## src/rtl/ddr3_sched_pkg.sv

```systemverilog
// ddr3_sched_pkg: shared state encoding, timing constants and field widths for the DDR3 command scheduler
package ddr3_sched_pkg;

    localparam int ROW_W = 15;
    localparam int COL_W = 10;
    localparam int BA_W  = 3;
    localparam int DQ_W  = 16;

    localparam int T_INIT = 8;
    localparam int T_ZQ   = 16;
    localparam int T_MRD  = 4;
    localparam int T_RCD  = 3;
    localparam int T_WR   = 6;
    localparam int T_RTP  = 4;
    localparam int T_RP   = 3;
    localparam int T_RFC  = 20;
    localparam int T_REFI = 200;

    localparam int CNT_W  = 8;
    localparam int REFI_W = 8;

    typedef enum logic [3:0] {
        ST_INIT_WAIT,
        ST_ZQ,
        ST_ZQ_WAIT,
        ST_MRS,
        ST_MRS_WAIT,
        ST_IDLE,
        ST_REFRESH,
        ST_RFC_WAIT,
        ST_ACTIVATE,
        ST_RCD_WAIT,
        ST_RW,
        ST_RW_WAIT,
        ST_PRECHARGE,
        ST_RP_WAIT
    } state_t;

    // Wait counter value loaded in a strobe state so the next step lands exactly t cycles later
    function automatic logic [CNT_W-1:0] ld(input int t);
        return CNT_W'(t - 1);
    endfunction

endpackage

```

## src/rtl/ddr3_refresh_timer.sv

```systemverilog
// ddr3_refresh_timer: T_REFI down-counter armed on first IDLE entry, reloaded on REF, flags refresh_pending at zero
module ddr3_refresh_timer
    import ddr3_sched_pkg::*;
(
    input  logic clk_i,
    input  logic rst_i,
    input  logic arm_i,
    input  logic ref_i,
    output logic pending_o
);

    logic [REFI_W-1:0] cnt_q, cnt_d;
    logic              armed_q, armed_d;
    logic              pending_q, pending_d;

    // Load on first arm or on REF, otherwise count down and stick at zero
    always_comb begin
        armed_d   = armed_q | arm_i;
        cnt_d     = (ref_i || (arm_i && !armed_q)) ? REFI_W'(T_REFI) :
                    (cnt_q != '0) ? cnt_q - 1'b1 : '0;
        pending_d = armed_d && (cnt_d == '0);
    end

    // Counter, arm flag and pending flag registers
    always_ff @(posedge clk_i) begin
        if (rst_i) begin
            cnt_q     <= '0;
            armed_q   <= 1'b0;
            pending_q <= 1'b0;
        end else begin
            cnt_q     <= cnt_d;
            armed_q   <= armed_d;
            pending_q <= pending_d;
        end
    end

    assign pending_o = pending_q;

endmodule

```

## src/rtl/ddr3_cmd_scheduler.sv

```systemverilog
// ddr3_cmd_scheduler: power-up, periodic refresh and ACT/RW/PRE sequencing; AUTO_PRECHARGE_EN selects RW with auto-precharge
module ddr3_cmd_scheduler
    import ddr3_sched_pkg::*;
(
    input  logic             CLK,
    input  logic             RESET,
    input  logic             req_valid,
    output logic             req_ready,
    input  logic             req_write,
    input  logic [ROW_W-1:0] req_row,
    input  logic [COL_W-1:0] req_col,
    input  logic [BA_W-1:0]  req_ba,
    input  logic [DQ_W-1:0]  req_wdata,
    output logic             ZQCL,
    output logic             MRS,
    output logic             REF,
    output logic             ACT,
    output logic             WRITE,
    output logic             READ,
    output logic             PRE,
    output logic             WRITE_AP,
    output logic             READ_AP,
    output logic [ROW_W-1:0] Addr_Row,
    output logic [COL_W-1:0] Addr_Column,
    output logic [BA_W-1:0]  BA_out,
    output logic [DQ_W-1:0]  DQ_out,
    output logic             busy
);

    state_t           state_q, state_d;
    logic [CNT_W-1:0] cnt_q, cnt_d;
    logic [ROW_W-1:0] row_q, row_d;
    logic [COL_W-1:0] col_q, col_d;
    logic [BA_W-1:0]  ba_q, ba_d;
    logic [DQ_W-1:0]  dq_q, dq_d;
    logic             wr_q, wr_d;
    logic             refresh_pending;
    logic             last;

    ddr3_refresh_timer u_refresh_timer (
        .clk_i     (CLK),
        .rst_i     (RESET),
        .arm_i     (state_d == ST_IDLE),
        .ref_i     (state_q == ST_REFRESH),
        .pending_o (refresh_pending)
    );

    assign last      = cnt_q == CNT_W'(1);
    assign req_ready = (state_q == ST_IDLE) && !refresh_pending;

    // Next state, wait-counter loads and request capture
    always_comb begin
        state_d = state_q;
        cnt_d   = (cnt_q != '0) ? cnt_q - 1'b1 : '0;
        row_d   = row_q;
        col_d   = col_q;
        ba_d    = ba_q;
        dq_d    = dq_q;
        wr_d    = wr_q;
        case (state_q)
            ST_INIT_WAIT: state_d = last ? ST_ZQ : ST_INIT_WAIT;
            ST_ZQ: begin
                cnt_d   = ld(T_ZQ);
                state_d = ST_ZQ_WAIT;
            end
            ST_ZQ_WAIT:   state_d = last ? ST_MRS : ST_ZQ_WAIT;
            ST_MRS: begin
                cnt_d   = ld(T_MRD);
                state_d = ST_MRS_WAIT;
            end
            ST_MRS_WAIT:  state_d = last ? ST_IDLE : ST_MRS_WAIT;
            ST_IDLE: begin
                if (refresh_pending) begin
                    state_d = ST_REFRESH;
                end else if (req_valid) begin
                    state_d = ST_ACTIVATE;
                    row_d   = req_row;
                    col_d   = req_col;
                    ba_d    = req_ba;
                    dq_d    = req_wdata;
                    wr_d    = req_write;
                end
            end
            ST_REFRESH: begin
                cnt_d   = ld(T_RFC);
                state_d = ST_RFC_WAIT;
            end
            ST_RFC_WAIT:  state_d = last ? ST_IDLE : ST_RFC_WAIT;
            ST_ACTIVATE: begin
                cnt_d   = ld(T_RCD);
                state_d = ST_RCD_WAIT;
            end
            ST_RCD_WAIT:  state_d = last ? ST_RW : ST_RCD_WAIT;
            ST_RW: begin
`ifdef AUTO_PRECHARGE_EN
                cnt_d   = wr_q ? ld(T_WR + T_RP) : ld(T_RTP + T_RP);
`else
                cnt_d   = wr_q ? ld(T_WR) : ld(T_RTP);
`endif
                state_d = ST_RW_WAIT;
            end
`ifdef AUTO_PRECHARGE_EN
            ST_RW_WAIT:   state_d = last ? ST_IDLE : ST_RW_WAIT;
`else
            ST_RW_WAIT:   state_d = last ? ST_PRECHARGE : ST_RW_WAIT;
`endif
            ST_PRECHARGE: begin
                cnt_d   = ld(T_RP);
                state_d = ST_RP_WAIT;
            end
            ST_RP_WAIT:   state_d = last ? ST_IDLE : ST_RP_WAIT;
            default:      state_d = ST_INIT_WAIT;
        endcase
    end

    // State, wait counter and latched request fields
    always_ff @(posedge CLK) begin
        if (RESET) begin
            state_q <= ST_INIT_WAIT;
            cnt_q   <= CNT_W'(T_INIT);
            row_q   <= '0;
            col_q   <= '0;
            ba_q    <= '0;
            dq_q    <= '0;
            wr_q    <= 1'b0;
        end else begin
            state_q <= state_d;
            cnt_q   <= cnt_d;
            row_q   <= row_d;
            col_q   <= col_d;
            ba_q    <= ba_d;
            dq_q    <= dq_d;
            wr_q    <= wr_d;
        end
    end

    assign ZQCL  = state_q == ST_ZQ;
    assign MRS   = state_q == ST_MRS;
    assign REF   = state_q == ST_REFRESH;
    assign ACT   = state_q == ST_ACTIVATE;
    assign PRE   = state_q == ST_PRECHARGE;
`ifdef AUTO_PRECHARGE_EN
    assign WRITE    = 1'b0;
    assign READ     = 1'b0;
    assign WRITE_AP = (state_q == ST_RW) && wr_q;
    assign READ_AP  = (state_q == ST_RW) && !wr_q;
`else
    assign WRITE    = (state_q == ST_RW) && wr_q;
    assign READ     = (state_q == ST_RW) && !wr_q;
    assign WRITE_AP = 1'b0;
    assign READ_AP  = 1'b0;
`endif
    assign busy        = state_q != ST_IDLE;
    assign Addr_Row    = row_q;
    assign Addr_Column = col_q;
    assign BA_out      = ba_q;
    assign DQ_out      = dq_q;

endmodule

```

## config.mk

```make
export PLATFORM = sky130hd
export DESIGN_NAME = ddr3_cmd_scheduler
export DESIGN_NICKNAME = d
export VERILOG_FILES = /design/src/rtl/ddr3_sched_pkg.sv /design/src/rtl/ddr3_refresh_timer.sv /design/src/rtl/ddr3_cmd_scheduler.sv
export SDC_FILE = /design/constraint.sdc
export NUM_CORES = 1
export LEC_CHECK = 0
export ABC_AREA = 0
export CORE_MARGIN = 4
export CORE_UTILIZATION = 49
export CTS_CLUSTER_SIZE = 10
export DETAILED_ROUTE_END_ITERATION = 10
export GPL_ROUTABILITY_DRIVEN = 0
export GPL_TIMING_DRIVEN = 0
export MAX_ROUTING_LAYER = met4
export PLACE_DENSITY = 0.84
export SLEW_MARGIN = 20
export SYNTH_ARGS = -nofsm -noshare
export SYNTH_HDL_FRONTEND = slang
export SYNTH_SLANG_ARGS = --single-unit
```

## constraint.sdc

```tcl
create_clock -name CLK -period 5.9 [get_ports CLK]
set_input_delay 1.475 -clock CLK [delete_from_list [all_inputs] [get_ports CLK]]
set_output_delay 1.475 -clock CLK [all_outputs]
set_load 0.1 [all_outputs]
```

Word-level counts from Yosys, hierarchy flattened
Index checks and enable logic that the tools add are counted.
Storage, ports and cells
  bits in read-only memories: 0
  bits in latches: 0
  bits in registers: 67
  memories: 0
  logic and storage cells: 60
  input bits: 48
  RAM bits: 0
Operators by class
  multiplexer cells: 15
  magnitude comparators: 0
  bitwise logic cells: 2
  add/sub/neg operators: 2
  shift operators: 0
  eq/ne operators: 16
  reductions and logical operators: 15
  multipliers: 0
  div/mod/pow operators: 0
Operators with widths (count)
  4-bit one-hot mux with 14 select lines: 1
  8-bit one-hot mux with 5 select lines: 1
  4-bit equality test, second input constant: 6
  8-bit two-way mux: 3
  4-bit by 3-bit equality test with 1-bit output, second input constant: 5
  8-bit nonzero test: 2
  8-bit by 1-bit subtractor with 8-bit output, second input constant: 2
  4-bit two-way mux: 3
  4-bit by 2-bit equality test with 1-bit output, second input constant: 2
  8-bit by 1-bit equality test with 1-bit output, second input constant: 1
  8-bit zero test: 1
  3-bit two-way mux: 2
  1-bit logical AND: 5
  4-bit by 1-bit equality test with 1-bit output, second input constant: 1
  4-bit zero test: 1
  2-bit two-way mux: 2
  4-bit by 3-bit != test with 1-bit output, second input constant: 1
  1-bit zero test: 3
  1-bit two-way mux: 3
  3-bit AND reduction: 1
  2-bit OR reduction: 1
  1-bit logical OR: 1
  1-bit inverter: 1
  1-bit bitwise OR: 1

Longest topological paths before layout
Gate-level depths: netlist of run 1.
  depth in word-level cells: 9
  gate-level depth with buffers: 8
  depth with buffers taken out: 8

By module
Synthesis of run 1 repeated with hierarchy kept, for this count alone.
Unflattened totals
  cell total of the unflattened synthesis: 365
  area, all modules: 2937.8 µm²
By module, submodules not included
  ddr3_cmd_scheduler: times used 1, area each 2477.4 µm², seq. area each 1141.1 µm², cells an instance 315
  ddr3_refresh_timer: times used 1, area each 460.4 µm², seq. area each 200.2 µm², cells an instance 50

Least setup slack after synthesis of run 1
OpenSTA, ideal clock, no wires.
  kind: register to output
  start: register state_q[0]
  end: output READ
  setup slack: 0.845 ns
  arrival: 3.580 ns
  required time: 4.425 ns
  buffers on the path: 2
  cell stages (with the launch flop): 4
  cell sequence: dfxtp_1 buf_2 clkbuf_1 nor4_1
Between the ends
  cells in the longest elaborated chain, start to end: 2
Ends and longest elaborated chain
  from (decl): line ddr3_cmd_scheduler.sv:30  | state_t state_q, state_d;
  from (signal assigned): line ddr3_cmd_scheduler.sv:127  | state_q <= state_d;
  4-bit equality test: line ddr3_cmd_scheduler.sv:149  | assign READ = (state_q == ST_RW) && !wr_q;
  1-bit logical AND: line ddr3_cmd_scheduler.sv:149
  to (decl): line ddr3_cmd_scheduler.sv:19  | output logic READ,
Every way passes these cells.

Worst setup path in the final report of run 1
  start: register state_q[3]
  end: output WRITE
Between the ends
  cells in the longest elaborated chain, start to end: 2
Ends and longest elaborated chain
  4-bit equality test: line ddr3_cmd_scheduler.sv:148  | assign WRITE = (state_q == ST_RW) && wr_q;
  1-bit logical AND: line ddr3_cmd_scheduler.sv:148
  to (decl): line ddr3_cmd_scheduler.sv:18  | output logic WRITE,
Every way passes these cells.

==> results of run 1 <==
-- cells in the mapped netlist (all sizes together), types with 2 or more instances --
cell type  number
nand2         104
dfxtp          67
a21oi          54
clkbuf         23
nor2           22
nor4           12
nor3           11
nand2b          8
or3             8
inv             7
nor2b           6
a211oi          5
ha              5
xnor2           5
xor2            5
and3            4
buf             4
nor3b           4
a31oi           3
o21a            3
o21ai           3
and2            2
mux2i           2
nand3           2
o211ai          2
o22ai           2
o31ai           2
-- registers in the layout, summed over array words and instances, names as in the netlist --
name                       flops
u_refresh_timer.cnt_q          8
Addr_Row                      15
Addr_Column                   10
state_q                        4
u_refresh_timer.pending_o      1
wr_q                           1
BA_out                         3
DQ_out                        16
cnt_q                          8
u_refresh_timer.armed_q        1
-- how the worst max path moves through the flow --
| stage | from | to | cells after the start |
|---|---|---|---|
| after floorplan | state_q[0] | READ | 3 |
| after global placement | state_q[3] | WRITE | 4 |
| after detailed placement | state_q[3] | WRITE | 4 |
| after CTS | state_q[3] | WRITE | 4 |
| after global routing | state_q[3] | WRITE | 4 |
| final | state_q[3] | WRITE | 4 |
-- layout make-up --
class                           count  area [um2]  area share, %
Buffer                             27         111           2.60
Clock buffer                       12         165           3.85
Clock inverter                      4        23.8          0.554
Inverter                            7        26.3          0.613
Multi-Input combinational cell    287        1540           35.8
Sequential cell                    67        1340           31.3
Tap cell                           75        93.8           2.19
Timing Repair Buffer               99         991           23.1
-- logic make-up (layout without fill, tap and decap cells) --
family                   count (synthesis)  in the layout  share of synthesized area (%)
XOR/XNOR                                10             10                           2.91
adder cells (fa/ha/maj)                  5              5                           2.08
flip-flops                              67             67                           44.5
buffers and inverters                   34            149                           4.57
multiplexers                             3              3                           1.04
AO/OA/AOI/OAI                           80             80                           15.3
other                                    1              2                          0.125
AND/OR/NAND/NOR                        187            187                           29.4
-- cells in the final DEF, fill, tap and decap left out, drive strengths merged, types with 3 or more instances in the layout --
cell	n
o21ai	3
o21a	3
a211oi	5
clkdlybuf4s50	99
nor3	11
nand2b	8
xnor2	5
dfxtp	67
clkbuf	35
ha	5
buf	4
nor2b	6
clkinv	4
and3	4
a21oi	54
nor4	12
nand2	104
inv	7
xor2	5
nor3b	4
or3	8
nor2	22
a31oi	3
-- layer usage --
layer	global-route usage (%)	vias up
met3	9.03	11
li1	-	1533
met1	27.3	1420
met2	36.9	96
met4	8.92	0
met5	-	-
-- stage by stage --
stage | util, % | instances | worst slack (ns) | power [uW] | hold WS [ns]
2_1_floorplan | - | 388 | 0.845 | 794 | 0.455
4_1_cts | 72.0 | 578 | 1.50 | 1240 | 0.458
3_5_place_dp | 68.8 | 562 | 1.88 | 884 | 0.448
6_report | 72.0 | 578 | 1.48 | 1230 | 0.453
3_3_place_gp | 68.8 | 562 | 1.91 | 868 | 0.441
5_1_grt | 72.0 | 578 | 1.40 | 1310 | 0.476
-- power by group --
group / internal, uW / switching, uW / leakage, uW
Combinational: 167 / 176 / 0.000883
Clock: 185 / 171 / 0.000102
Sequential: 491 / 42.5 / 0.000542
Total: 843 / 390 / 0.00153
-- critical path, cell delays in order (launching register included) --
cell and delay, ns:
dfxtp_1 0.37, clkbuf_1 0.37, clkbuf_1 0.39, and4_1 0.32, clkdlybuf4s50_1 1.16
==> results.toml, run 1 <==
[run_status]
status = "finished clean"

[worst_hold_path]
hold_depth = 2
hold_start = "DQ_out[0]"
min_path_type = "reg2reg"
holdPathEnd = "DQ_out[0]"

[sta]
fmax_ghz = 0.226
slew_violations = 0
finalClockSkew_ns = 0.0111
finalSetupViolCount = 0
finalCritPeriodShare_pct = 74.9
rsz0062_at_grt = "false"
relSlewSlack_pct = 31.9
final.setup.tns_ns = 0
fin_crit_ns = 4.42
tightest_slew_ns = 1.02
hold_violations = 0

[power_and_ir_drop]
powerDensity_nw_per_um2 = 288
peakVddDrop_v = 0.000196
p_leak_uw = 0.00153

[cells_and_area]
n_antenna_cell = 0
syn2layout_area_growth_pct = 42.4
drive_gt1_share_pct = 5.37
finalInstanceArea_um2 = 4290
nNetsFinal = 551
num-fill-cells = 483

[clock_network]
cts_root_buf = "clkbuf_8"
cts.htree.levels = 3
cts_buffer_depth = 2
clock-sinks = 67
post_cts_resized = 0
clkTransAtPathRegs_ns = 0.07
cts_buffers = 9
ctsHoldBuffers = 0
cts_tree = "done"
post-cts-setup-buffers = 0
insertion_delay_ns = 0.35

[floorplan]
die-area_um2 = 7460
rows = 28
dieWidth_um = 86.4
core_um2 = 5960
num_io_pins = 103
die_height_um = 86.4
initial_core_util_pct = 50.6

[drt]
routed_via_density = 5.29
drt_wl_total_um = 8350
wire_per_inst_um = 14.4
final_antenna_net_count = 0
route.met2.wl_um = 4060
m1WireLength_um = 3500
firstDrtPassIters = 4
drc_errors = 0
top_layer_used = "met4"
vias = 3060
wl_met3_um = 679
first_iter_violations = 243

[global_routing]
grt_pass1_vias = 2952
grt_usage_pct = 23.5
grt_max_degree = 12
gr-total-overflow = 0
grt_pass1_wl_um = 13400
antenna_found_initial = 0

[yosys]
syn_area_um2 = 3010
yosysWarnings = 0
synth_ff_type = "dfxtp_1"
yosysSeqAreaShare_pct = 44.5
postSynthAreaPerCell_um2 = 7.78
synth_top_area_cell = "dfxtp_1"
synth.area.top_cells = "dfxtp_1 45%, nand2_1 13%, a21oi_1 9.0%"
yosysTopAreaCellShare_pct = 44.5
synth-seq-cells = 67
postSynthCellCount = 387
async_reset_ff_share_pct = 0
synth_cell_types = 44
synth_edf_count = 0

[worst_setup_path]
worst-path-max-fanout = 10
worstPathArrival_ns = 2.95
endpoint_kind = "primary output"
crit_type = "reg2out"
regToRegSetupSlack_ns = 3.20
cp_data_required_time_ns = 4.43
timing.rr.start = "cnt_q[0]"
ff2ff_path_depth = 7
cp-start-kind = "register"
worstReg2RegEnd = "u_refresh_timer.cnt_q[5]"

[placed_design]
post-dp-hpwl_um = 6240
place_area_um2 = 4100
port_buffers = 99

[run]
maxCapViolCount = 0
No activity file was read; power rests on OpenSTA's default activity.
==> run 2: changes to the inputs <==
--- a/config.mk
+++ b/config.mk
@@ -7,13 +7,13 @@
 export LEC_CHECK = 0
 export ABC_AREA = 0
 export CORE_MARGIN = 4
-export CORE_UTILIZATION = 49
+export CORE_UTILIZATION = 41
 export CTS_CLUSTER_SIZE = 10
 export DETAILED_ROUTE_END_ITERATION = 10
 export GPL_ROUTABILITY_DRIVEN = 0
 export GPL_TIMING_DRIVEN = 0
 export MAX_ROUTING_LAYER = met4
-export PLACE_DENSITY = 0.84
+export PLACE_DENSITY = 0.75
 export SLEW_MARGIN = 20
 export SYNTH_ARGS = -nofsm -noshare
 export SYNTH_HDL_FRONTEND = slang
==> constraint.sdc (replaced) <==
create_clock -name CLK -period 3.8 [get_ports CLK]
set_input_delay 0.95 -clock CLK [delete_from_list [all_inputs] [get_ports CLK]]
set_output_delay 0.95 -clock CLK [all_outputs]
set_load 0.1 [all_outputs]
==> results.toml, run 2 (synthesized netlist as in run 1, its figures left out) <==
[run_status]
status = "finished clean"

[worst_setup_path]
worst_path_largest_cell_delay_ns = 1.18
crit_type = "reg2out"
worst-path-max-fanout = 10
endpoint_kind = "primary output"
worstPathArrival_ns = 2.71
cp_data_required_time_ns = 2.85
cp-start-kind = "register"
cp_cell_sequence = "clkbuf_1, nand2_1, nor4_2, clkdlybuf4s50_1"
cp_slowest_cell = "clkdlybuf4s50_1"

[floorplan]
die-area_um2 = 8780
num_io_pins = 103
core_um2 = 6980
dieWidth_um = 93.7
initial_core_util_pct = 43.1
rows = 30
die_height_um = 93.7

[cells_and_area]
final_cell_mix = "104 x nand2_1, 96 x clkdlybuf4s50_1, 67 x dfxtp_1"
nNetsFinal = 551
drive_gt1_share_pct = 5.37
final_common_cell = "nand2_1"
finalInstanceArea_um2 = 4340
syn2layout_area_growth_pct = 44.1
post-route-util_pct = 62.2
instances_no_fill = 599
largest_reg_flops = 16
n_antenna_cell = 0

[power_and_ir_drop]
peakVddDrop_v = 0.000210
powerDensity_nw_per_um2 = 455
p_leak_uw = 0.00157

[clock_network]
cts_buffers = 9
cts_tree = "done"
cts_root_buf = "clkbuf_8"
insertion_delay_ns = 0.35
clock-sinks = 67
clkTransAtPathRegs_ns = 0.08
cts_buffer_depth = 2
post-cts-setup-buffers = 0
cts.htree.levels = 3

[sta]
finalClockSkew_ns = 0.00953
final.setup.tns_ns = 0
finalCritPeriodShare_pct = 96.2
hold_violations = 0
rsz0062_at_grt = "false"
relSlewSlack_pct = 32.0
slew_violations = 0
finalSetupViolCount = 0
fmax_ghz = 0.274
hold_ws_ns = 0.454
tightest_slew_ns = 1.02
fin_crit_ns = 3.66

[global_routing]
grt_max_degree = 13
gr-total-overflow = 0
grt_usage_pct = 20.1
grt_pass1_vias = 2923
antenna_found_initial = 0
grt_pass1_wl_um = 13500

[drt]
first_iter_violations = 161
routed_via_density = 5.07
drc_errors = 0
vias = 3036
firstDrtPassIters = 4
drt_wl_total_um = 8440
wire_per_inst_um = 14.1
final_antenna_net_count = 0

[placed_design]
port_buffers = 99
place_area_um2 = 4130
post-dp-hpwl_um = 6180
place_inst = 583

[worst_hold_path]
min_path_type = "reg2reg"

[run]
maxCapViolCount = 0
## run 2: changes by cell type in the layout (fill, tap and decap cells not counted), sizes merged
cell | previous run | this run
bufinv | 0 | 1
clkbuf | 35 | 34
clkdlybuf4s50 | 99 | 96
clkinv | 4 | 3
dlygate4sd2 | 0 | 1
dlymetal6s2s | 0 | 2
inv | 7 | 8
## run 2: through the flow
| stage | total power [uW] | setup slack, ns |
|---|---|---|
| final | 1970 | 0.145 |
| after global routing | 2080 | 0.00524 |
| after CTS | 1990 | 0.0878 |
| after detailed placement | 1370 | 0.343 |
| after global placement | 1350 | 0.345 |
| after floorplan | 1230 | 0.0518 |
## run 2: area by class of cell
| cell class | count | area (um2) |
|---|---|---|
| Multi-Input combinational cell | 287 | 1540 |
| Buffer | 27 | 111 |
| Fill cell | 624 | 2640 |
| Clock inverter | 5 | 61.3 |
| Tap cell | 96 | 120 |
| Sequential cell | 67 | 1340 |
| Timing Repair Buffer | 99 | 995 |
| Inverter | 7 | 26.3 |
| Clock buffer | 11 | 141 |
## run 2: layer usage
layer / wire length [um] / GRT usage, %
met2: 3870 / 31.5
met3: 758 / 8.81
met5: 0 / -
met1: 3650 / 22.9
met4: 169 / 7.22
## run 2: power breakdown
group	total (uW)	leakage [uW]	internal [uW]	switching [uW]
Sequential	828	0.000542	761	67.2
Combinational	533	0.000927	260	273
Clock	613	0.000104	325	288
## run 2: worst max-delay path: cells and delay by family, from the launching register on
kind | cells | cell delay (ns)
flops | 1 | 0.38
simple gates | 2 | 0.42
buf+inv | 2 | 1.55
## run 2: worst paths after layout
check,start,endpoint,slack (ns),depth (start not counted)
min reg2reg,Addr_Column[9],Addr_Column[9],0.45,2
min,Addr_Column[9],Addr_Column[9],0.45,2
max,state_q[3],READ,0.14,4
max reg2reg,cnt_q[0],u_refresh_timer.cnt_q[5],1.05,7
## run 2: timing repair
action	in CTS	in global routing
setup endpoints to repair	1	2
hold buffers	0	0
endpoints found under the hold margin	0	0
gates resized for setup	1	2
